## src/rtl/waiz_pkg.sv

```systemverilog
// Shared constants and types for the waiz_benchmark sequencing logic.
package waiz_pkg;

    localparam int unsigned WIDTH          = 16;
    localparam int unsigned NFRAC          = 10;
    localparam int unsigned INPUT_SIZE     = 16;
    localparam int unsigned OUTPUT_SIZE    = 5;
    localparam int unsigned TIMEOUT_CYCLES = 1024;
    localparam int unsigned CNT_W          = 16;

    localparam int unsigned IN_IDX_W  = $clog2(INPUT_SIZE);
    localparam int unsigned OUT_IDX_W = $clog2(OUTPUT_SIZE);
    localparam int unsigned TMR_W     = $clog2(TIMEOUT_CYCLES);

    typedef logic signed [WIDTH-1:0] word_t;

    typedef enum logic [1:0] {
        ST_LOAD,
        ST_FIRE,
        ST_WAIT,
        ST_DRAIN
    } seq_state_t;

endpackage

```

## src/rtl/waiz_argmax.sv

```systemverilog
// Combinational signed argmax over OUTPUT_SIZE packed words; ties resolve to the lowest index.
module waiz_argmax
    import waiz_pkg::*;
(
    input  logic [WIDTH*OUTPUT_SIZE-1:0] data,
    output logic [OUT_IDX_W-1:0]         idx
);

    word_t best_val;
    word_t cand;

    // Strict greater-than keeps the earlier index on ties.
    always_comb begin
        idx      = '0;
        best_val = word_t'(data[WIDTH-1:0]);
        cand     = '0;
        for (int unsigned i = 1; i < OUTPUT_SIZE; i++) begin
            cand = word_t'(data[i*WIDTH +: WIDTH]);
            if (cand > best_val) begin
                best_val = cand;
                idx      = OUT_IDX_W'(i);
            end
        end
    end

endmodule

```

## src/rtl/waiz_frame_sequencer.sv

```systemverilog
// Assembles an input frame, fires the inference core, waits for completion under a
// timeout, then streams the captured results back out with a registered argmax.
module waiz_frame_sequencer
    import waiz_pkg::*;
(
    input  logic                          clk,
    input  logic                          reset_n,
    input  logic                          s_valid,
    output logic                          s_ready,
    input  logic [WIDTH-1:0]              s_data,
    input  logic                          s_last,
    output logic                          core_start,
    output logic [WIDTH*INPUT_SIZE-1:0]   core_input_data,
    input  logic                          core_done,
    input  logic [WIDTH*OUTPUT_SIZE-1:0]  core_output_data,
    output logic                          m_valid,
    input  logic                          m_ready,
    output logic [WIDTH-1:0]              m_data,
    output logic                          m_last,
    output logic [2:0]                    class_idx,
    output logic                          class_valid,
    output logic [CNT_W-1:0]              frame_count,
    output logic                          err_framing,
    output logic                          err_timeout,
    input  logic                          err_clear
);

    seq_state_t            state, state_next;
    word_t                 frame_buf [INPUT_SIZE];
    word_t                 out_reg   [OUTPUT_SIZE];
    logic [IN_IDX_W-1:0]   wr_idx;
    logic [OUT_IDX_W-1:0]  rd_idx;
    logic [TMR_W-1:0]      timer;
    logic [OUT_IDX_W-1:0]  argmax_idx;

    logic accept, frame_bad, frame_end, done_hit, tmo_hit, rd_accept, drain_end;

    waiz_argmax u_argmax (
        .data (core_output_data),
        .idx  (argmax_idx)
    );

    // Next-state and per-cycle strobes; done is checked before the timeout so it wins.
    always_comb begin
        state_next = state;
        accept     = 1'b0;
        frame_bad  = 1'b0;
        frame_end  = 1'b0;
        done_hit   = 1'b0;
        tmo_hit    = 1'b0;
        rd_accept  = 1'b0;
        drain_end  = 1'b0;
        case (state)
            ST_LOAD: begin
                if (s_valid) begin
                    accept = 1'b1;
                    if (wr_idx == IN_IDX_W'(INPUT_SIZE-1)) begin
                        if (s_last) begin
                            frame_end  = 1'b1;
                            state_next = ST_FIRE;
                        end else begin
                            frame_bad = 1'b1;
                        end
                    end else if (s_last) begin
                        frame_bad = 1'b1;
                    end
                end
            end
            ST_FIRE: state_next = ST_WAIT;
            ST_WAIT: begin
                if (core_done) begin
                    done_hit   = 1'b1;
                    state_next = ST_DRAIN;
                end else if (timer == TMR_W'(TIMEOUT_CYCLES-1)) begin
                    tmo_hit    = 1'b1;
                    state_next = ST_LOAD;
                end
            end
            ST_DRAIN: begin
                if (m_ready) begin
                    rd_accept = 1'b1;
                    if (rd_idx == OUT_IDX_W'(OUTPUT_SIZE-1)) begin
                        drain_end  = 1'b1;
                        state_next = ST_LOAD;
                    end
                end
            end
            default: state_next = ST_LOAD;
        endcase
    end

    always_ff @(posedge clk or negedge reset_n) begin
        if (!reset_n) state <= ST_LOAD;
        else          state <= state_next;
    end

    always_ff @(posedge clk or negedge reset_n) begin
        if (!reset_n) begin
            for (int unsigned i = 0; i < INPUT_SIZE; i++)  frame_buf[i] <= '0;
            for (int unsigned i = 0; i < OUTPUT_SIZE; i++) out_reg[i]   <= '0;
            wr_idx      <= '0;
            rd_idx      <= '0;
            timer       <= '0;
            core_start  <= 1'b0;
            class_idx   <= '0;
            class_valid <= 1'b0;
            frame_count <= '0;
            err_framing <= 1'b0;
            err_timeout <= 1'b0;
        end else begin
            if (accept) begin
                frame_buf[wr_idx] <= s_data;
                wr_idx <= (frame_bad || frame_end) ? '0 : wr_idx + IN_IDX_W'(1);
            end
            core_start <= (state_next == ST_FIRE);
            if (state == ST_FIRE)      timer <= '0;
            else if (state == ST_WAIT) timer <= timer + TMR_W'(1);
            if (done_hit) begin
                for (int unsigned i = 0; i < OUTPUT_SIZE; i++)
                    out_reg[i] <= core_output_data[i*WIDTH +: WIDTH];
                class_idx <= argmax_idx;
            end
            class_valid <= done_hit;
            if (drain_end)      rd_idx <= '0;
            else if (rd_accept) rd_idx <= rd_idx + OUT_IDX_W'(1);
            if (drain_end) frame_count <= frame_count + CNT_W'(1);
            // Sticky flags: a new error in the clear cycle takes precedence.
            err_framing <= frame_bad | (err_framing & ~err_clear);
            err_timeout <= tmo_hit   | (err_timeout & ~err_clear);
        end
    end

    always_comb begin
        core_input_data = '0;
        for (int unsigned i = 0; i < INPUT_SIZE; i++)
            core_input_data[i*WIDTH +: WIDTH] = frame_buf[i];
    end

    // Stream-side handshakes decode from state and registers only.
    assign s_ready = (state == ST_LOAD);
    assign m_valid = (state == ST_DRAIN);
    assign m_data  = out_reg[rd_idx];
    assign m_last  = (rd_idx == OUT_IDX_W'(OUTPUT_SIZE-1));

endmodule

```

## config.mk

```make
export PLATFORM = sky130hd
export DESIGN_NAME = waiz_frame_sequencer
export DESIGN_NICKNAME = d
export VERILOG_FILES = /design/src/rtl/waiz_pkg.sv /design/src/rtl/waiz_argmax.sv /design/src/rtl/waiz_frame_sequencer.sv
export SDC_FILE = /design/constraint.sdc
export NUM_CORES = 1
export LEC_CHECK = 0
export CAP_MARGIN = 40
export CORE_AREA = 5 5 246 248
export DETAILED_ROUTE_END_ITERATION = 16
export DIE_AREA = 0 0 251 253
export SYNTH_ARGS = -nofsm -noshare
export SYNTH_HDL_FRONTEND = slang
export SYNTH_SLANG_ARGS = --single-unit
```

## constraint.sdc

```tcl
create_clock -name clk -period 4.1 [get_ports clk]
set_clock_uncertainty 0.1 [all_clocks]
set_input_delay 0.82 -clock clk [delete_from_list [all_inputs] [get_ports clk]]
set_output_delay 0.82 -clock clk [all_outputs]
set_load 0.02 [all_outputs]
```

==> results of run 1 <==
what timing repair did:
item	in CTS	in global routing
endpoints found under the setup margin	3	3
pin swaps	49	42
resized for setup	118	57
gates cloned	1	0
buffers inserted	13	10
logic make-up (layout without fill, tap and decap cells):
group,after synthesis,in the layout,synth area share (%)
xor gates and xnor gates,21,21,1.07
buffers and inverters,130,722,2.86
muxes,281,281,19.4
AOI/OAI and AO/OA,168,168,5.87
and+or+nand+nor,418,418,10.5
adders and majority gates,76,76,5.50
DFF,378,378,54.9
per-stage QoR:
stage | setup slack (ns) | utilization [%]
after detailed placement | -5.13 | 40.5
after floorplan | -3.74 | -
after global placement | -4.99 | 40.1
after global routing | -4.18 | 43.6
final | -3.87 | 43.6
after CTS | -3.93 | 43.4
worst max-delay path, delay by kind of cell:
family	cells	cell delay (ns)
buffers and inverters	5	0.62
multiplexers	1	0.31
adder cells (fa/ha/maj)	4	1.00
AND/OR/NAND/NOR	9	1.60
AO/OA/AOI/OAI	23	3.94
cell type report:
cell class	instances	area, µm²
clock inverter	20	240
inverter	56	240
multi-input combinational	964	7680
sequential	378	9460
tap	773	967
timing repair buffer	590	5620
clock buffer	56	1200
fill	5403	32800
routing by layer:
metal,vias up,routed length [µm],share of wire (%),GRT usage [%]
met3,80,3850,6.6,4.37
met4,4,1290,2.2,4.30
met5,-,27,0.046,0
met2,434,28100,48,30.2
li1,6231,-,-,-
met1,6834,24900,43,22.9
cell usage in the layout (no fill, tap or decap), types with 9 or more instances in the layout:
cell / instances
dfrtp_1: 378
clkdlybuf4s50_1: 367
nand2_1: 278
mux2_2: 260
buf_4: 164
o21ai_0: 63
ha_1: 58
clkbuf_16: 44
inv_1: 39
nor2_1: 33
a21oi_1: 27
nand4_1: 19
and2_1: 16
mux4_2: 16
ha_4: 16
a31oi_1: 15
or3_1: 15
nand3_1: 14
xnor2_1: 14
inv_2: 12
buf_8: 12
a21o_1: 11
clkinv_2: 10
buf_6: 10
a21oi_2: 9
buf_2: 9
power groups by stage:
stage / logic (W) / clock network, W / registers [W]
5_1_grt: 0.00642 / 0.00419 / 0.00539
2_1_floorplan: 0.00242 / 0 / 0.00589
6_report: 0.00597 / 0.00391 / 0.00526
3_3_place_gp: 0.00573 / 0 / 0.00526
3_5_place_dp: 0.00584 / 0 / 0.00533
4_1_cts: 0.00596 / 0.00405 / 0.00526
worst max path at each step:
stage	start	endpoint	slack [ns]	cells after the start
detailed placement	core_output_data[1]	class_idx[0]$_DFFE_PN0P_	-5.13	41
CTS	core_output_data[1]	class_idx[0]$_DFFE_PN0P_	-3.93	42
finish	core_output_data[1]	class_idx[0]$_DFFE_PN0P_	-3.87	42
global placement	core_output_data[26]	class_idx[0]$_DFFE_PN0P_	-4.99	41
floorplan	core_output_data[10]	class_idx[0]$_DFFE_PN0P_	-3.74	41
global route	core_output_data[4]	class_idx[0]$_DFFE_PN0P_	-4.18	42
==> impl_metrics.toml, run 1 <==
[synthesis]
yosysMostFrequentCell = "dfrtp_1"
ys_types = 49
avgSynthCellArea_um2 = 11.7
synth_largest_type_area_fraction_pct = 54.9
netlist_instances = 1472
synth_nets = 1650
yosysWarnings = 0
synth_seq_cells = 378
synth_top_area_cell = "dfrtp_1"
synth_ff_type = "dfrtp_1"
synth-edff-count = 0
synthTopCellsByArea = "dfrtp_1, mux2_2, nand2_1"
ys_seq_area_share_pct = 54.9
synth_area_mm2 = 0.0172
synth_common_cells = "dfrtp_1, nand2_1, mux2_2"
synth-async-reset-ratio_pct = 100

[power]
vdd.ir_drop.worst_v = 0.000370
leakage_nw = 12.0
p_per_area_mw_per_mm2 = 596
seqPwrFrac_pct = 34.8
p_sw_w = 0.00522
pwr-share-comb_pct = 39.4
internal-power_w = 0.00992
sw_frac_of_total_pct = 34.5
power_w = 0.0151
clkPwrFrac_pct = 25.8

[floorplanning]
die_x_um = 251
num_rows = 89
fp.coreArea_mm2 = 0.0582
start_util_pct = 29.6
die-area_mm2 = 0.0635
ios = 401
fp.dieH_um = 253

[sta]
fmax_mhz = 125
worst_slack_ns = -3.87
min_period_over_period_pct = 194
hold_slack_ns = 0.0981
slew_violations = 0
rsz0062_at_grt = "yes"
hold_violations = 0
layout_min_cycle_time_ns = 7.97
tns_ns = -11.56
worst_slew_pin_slew_ns = 0.896
timing.slew.headroom_pct = 40.1
finalSetupViolations = 3

[grt]
grtUsageTotal_pct = 17.7
antenna_found_initial = 3
grt.overflow.total = 0
first_global_vias = 14000
grt_max_degree = 85
grt_pass1_wl_um = 87300

[cts]
cts-htree-levels = 2
cts_buffers = 44
cts.clk_slew.worst_paths_ns = 0.06
cts_tree = "done"
cts_buffer_depth = 3
clkSinkCount = 378
clock_latency_ns = 0.56
hold_buffers = 0
cts-root-buf = "clkbuf_16"

[worst_setup_path]
reg2reg_slack_ns = 1.20
crit_arrival_ns = 8.31
worstSetupStartpointType = "input port"
cp_max_fo = 8
path_class = "input port to flop"
worst_setup_path_end_kind = "flop"
required_ns = 4.44
critPathMostFrequentCell = "o21a_1"
critPathMaxStageDelay_ns = 0.53
r2r-start = "state[1]$_DFF_PN0_"
reg2reg_to = "core_input_data[56]$_DFFE_PN0P_"
worst_path_max_delay_cell = "or4_4"
rr_worst_depth = 6

[job]
drv_cap = 0

[drt]
finalWirelength_um = 58100
drt-initial-drc-count = 623
wl_per_cell_um = 20.5
ant_nets = 0
drtPass1Iterations = 5
vias_per_cell = 4.79
drc = 0
via_count = 13600

[finish]
drive_above_1_share_pct = 30.6
largest_register_ffs = 256
final_cell_area_mm2 = 0.0254
area_growth_pct = 47.4
diodes = 0
layout.cells.non_filler = 2837
fin_nets = 2212

[run_status]
status = "finished, violations left"
violations = "setup timing"

[placement]
dp_cells = 2738
dp_hpwl_um = 43700
io_buffers = 400
placed_cell_area_mm2 = 0.0236
gp_congestion = 0.894

[worst_hold_path]
holdCritPathClass = "input port to asynchronous set/reset pin"
No activity file was read; power rests on OpenSTA's default activity.
==> run 2: changes to the inputs <==
--- a/config.mk
+++ b/config.mk
@@ -6,9 +6,9 @@
 export NUM_CORES = 1
 export LEC_CHECK = 0
 export CAP_MARGIN = 40
-export CORE_AREA = 5 5 246 248
+export CORE_AREA = 5 5 228 230
 export DETAILED_ROUTE_END_ITERATION = 16
-export DIE_AREA = 0 0 251 253
+export DIE_AREA = 0 0 233 235
 export SYNTH_ARGS = -nofsm -noshare
 export SYNTH_HDL_FRONTEND = slang
 export SYNTH_SLANG_ARGS = --single-unit
==> constraint.sdc (replaced) <==
create_clock -name clk -period 9 [get_ports clk]
set_clock_uncertainty 0.1 [all_clocks]
set_input_delay 1.8 -clock clk [delete_from_list [all_inputs] [get_ports clk]]
set_output_delay 1.8 -clock clk [all_outputs]
set_load 0.02 [all_outputs]
==> run 2 against run 1 <==
Effect of this change:
- the flow now finishes without violations
- via count down 1.3%
- routed wire length down 1.5%
- combinational power down 54%
- register-to-register slack better by 5.0 ns
- die area down 14%
- design area down 1.4%
- final cell count down 5.1%
- critical path type unchanged
- count of clock-buffer cells in the layout up 4
- non-clock buffer count down 44
- largest cell class unchanged
- critical path depth up 1
- clock power down 57%
==> impl_metrics.toml, run 2 (synthesized netlist as in run 1, its figures left out) <==
[placement]
placed_cell_area_mm2 = 0.0230
dp_hpwl_um = 42700
gp_congestion = 0.852
pre_cts_slack_ns = -1.18
io_buffers = 400

[job]
drv_cap = 0

[cts]
cts-htree-levels = 2
cts_tree = "done"
clock_latency_ns = 0.57
cts_buffer_depth = 3
cts.clk_slew.worst_paths_ns = 0.06
cts-root-buf = "clkbuf_16"
cts_buffers = 43
clkSinkCount = 378

[sta]
timing.slew.headroom_pct = 40.9
layout_min_cycle_time_ns = 8.88
worst_slack_ns = 0.115
rsz0062_at_grt = "yes"
fmax_mhz = 113
worst_slew_pin_slew_ns = 0.884
slew_violations = 0
min_period_over_period_pct = 98.7
finalSetupViolations = 0
hold_violations = 0

[finish]
area_growth_pct = 45.3
drive_above_1_share_pct = 29.2
fin_nets = 2167
final_common_cell = "dfrtp_1"
largest_register_ffs = 256
layout_common_cells = "dfrtp_1, clkdlybuf4s50_1, nand2_1"
final_cell_area_mm2 = 0.0250

[worst_setup_path]
r2r-start = "state[0]$_DFF_PN0_"
reg2reg_to = "core_input_data[52]$_DFFE_PN0P_"
worst_setup_path_end_kind = "flop"
critPathMaxStageDelay_ns = 0.53
required_ns = 9.35
worst_path_max_delay_cell = "or4_4"
crit_arrival_ns = 9.23
rr_worst_depth = 6
worstSetupStartpointType = "input port"
cp_max_fo = 7
path_class = "input port to flop"
reg2reg_slack_ns = 6.21

[grt]
antenna_found_initial = 3
grt_max_degree = 157
first_global_vias = 13800
grt_pass1_wl_um = 86500
grtUsageTotal_pct = 20.3
grt.overflow.total = 0

[worst_hold_path]
hold_path_end = "out_reg[21]$_DFFE_PN0P_"
holdCritPathClass = "flop to flop"
whs_path_depth = 2
holdCritStartpoint = "out_reg[21]$_DFFE_PN0P_"

[drt]
vias_per_cell = 4.98
ant_nets = 0
finalWirelength_um = 57300
wl_per_cell_um = 21.3
drc = 0
drtPass1Iterations = 5
drt-initial-drc-count = 699
via_count = 13400

[floorplanning]
fp.dieH_um = 235
die_x_um = 233
fp.coreArea_mm2 = 0.0497
ios = 401
num_rows = 82
die-area_mm2 = 0.0548
start_util_pct = 34.7

[power]
p_per_area_mw_per_mm2 = 272
leakage_nw = 11.8
power_w = 0.00682
vdd.ir_drop.worst_v = 0.000215

[run_status]
status = "complete, no violations"
## run 2: cell types whose count changed in the layout (fill, tap and decap cells not counted), sizes merged
cell           before  now
inv                60   58
bufinv              4    2
clkinv             11   10
clkdlybuf4s15       3    0
clkbuf             63   80
clkinvlp            1    0
dlygate4sd2         7    0
diode               0    2
dlymetal6s2s        0   12
buf               206  147
## run 2: power breakdown
group	internal, W	switching [W]	total (W)
logic	0.00131	0.00141	0.00272
registers	0.00215	0.000261	0.00241
clock network	0.000986	0.000712	0.00170
total	0.00444	0.00238	0.00682
## run 2: what timing repair did
item                                   4_1_cts  5_1_grt
hold buffers                                 0        0
gates resized for setup                     65      116
endpoints found under the hold margin        0        0
cloned                                       1        1
setup buffers                               18       12
setup endpoints to repair                    3        3
pin swaps                                   18       32
## run 2: final cells by class
cell class | count | area [µm²]
inverter | 56 | 210
clock buffer | 60 | 1190
fill | 4497 | 24600
clock inverter | 14 | 165
timing repair buffer | 546 | 5380
antenna | 2 | 5.00
multi-input combinational | 964 | 7800
tap | 672 | 841
sequential | 378 | 9460
## run 2: how the worst max path moves through the flow
stage,from,end,slack [ns]
after floorplan,core_output_data[9],class_idx[0]$_DFFE_PN0P_,0.04
after global placement,core_output_data[11],class_idx[0]$_DFFE_PN0P_,-1.17
after detailed placement,core_output_data[11],class_idx[0]$_DFFE_PN0P_,-1.18
after CTS,core_output_data[12],class_idx[0]$_DFFE_PN0P_,-0.03
after global routing,core_output_data[11],class_idx[0]$_DFFE_PN0P_,-0.07
final,core_output_data[25],class_idx[0]$_DFFE_PN0P_,0.12
## run 2: per-layer routing
layer	GRT usage (%)	wire [µm]	share of wire (%)	vias to the layer above
met3	5.53	4200	7.3	66
li1	-	-	-	6162
met1	27.3	25300	44	6738
met5	0	8	0.014	-
met4	4.12	923	1.6	2
met2	33.2	26800	47	433
## run 2: critical path, delay by kind of cell
| kind | cells | cell delay [ns] |
|---|---|---|
| simple gates | 8 | 1.45 |
| fa+ha+maj | 4 | 1.01 |
| buf+inv | 8 | 1.07 |
| compound gates | 23 | 3.86 |
## run 2: metrics by stage
| stage | hold slack (ns) | TNS [ns] | utilization (%) | instances |
|---|---|---|---|---|
| after floorplan | 0.340 | 0 | - | 1472 |
| after global placement | 0.353 | -3.26 | 45.5 | 2566 |
| after detailed placement | 0.358 | -3.26 | 46.3 | 2587 |
| after CTS | 0.374 | -0.0306 | 49.8 | 2679 |
| after global routing | 0.392 | -0.0764 | 50.4 | 2692 |
| final | 0.373 | 0 | 50.4 | 2692 |
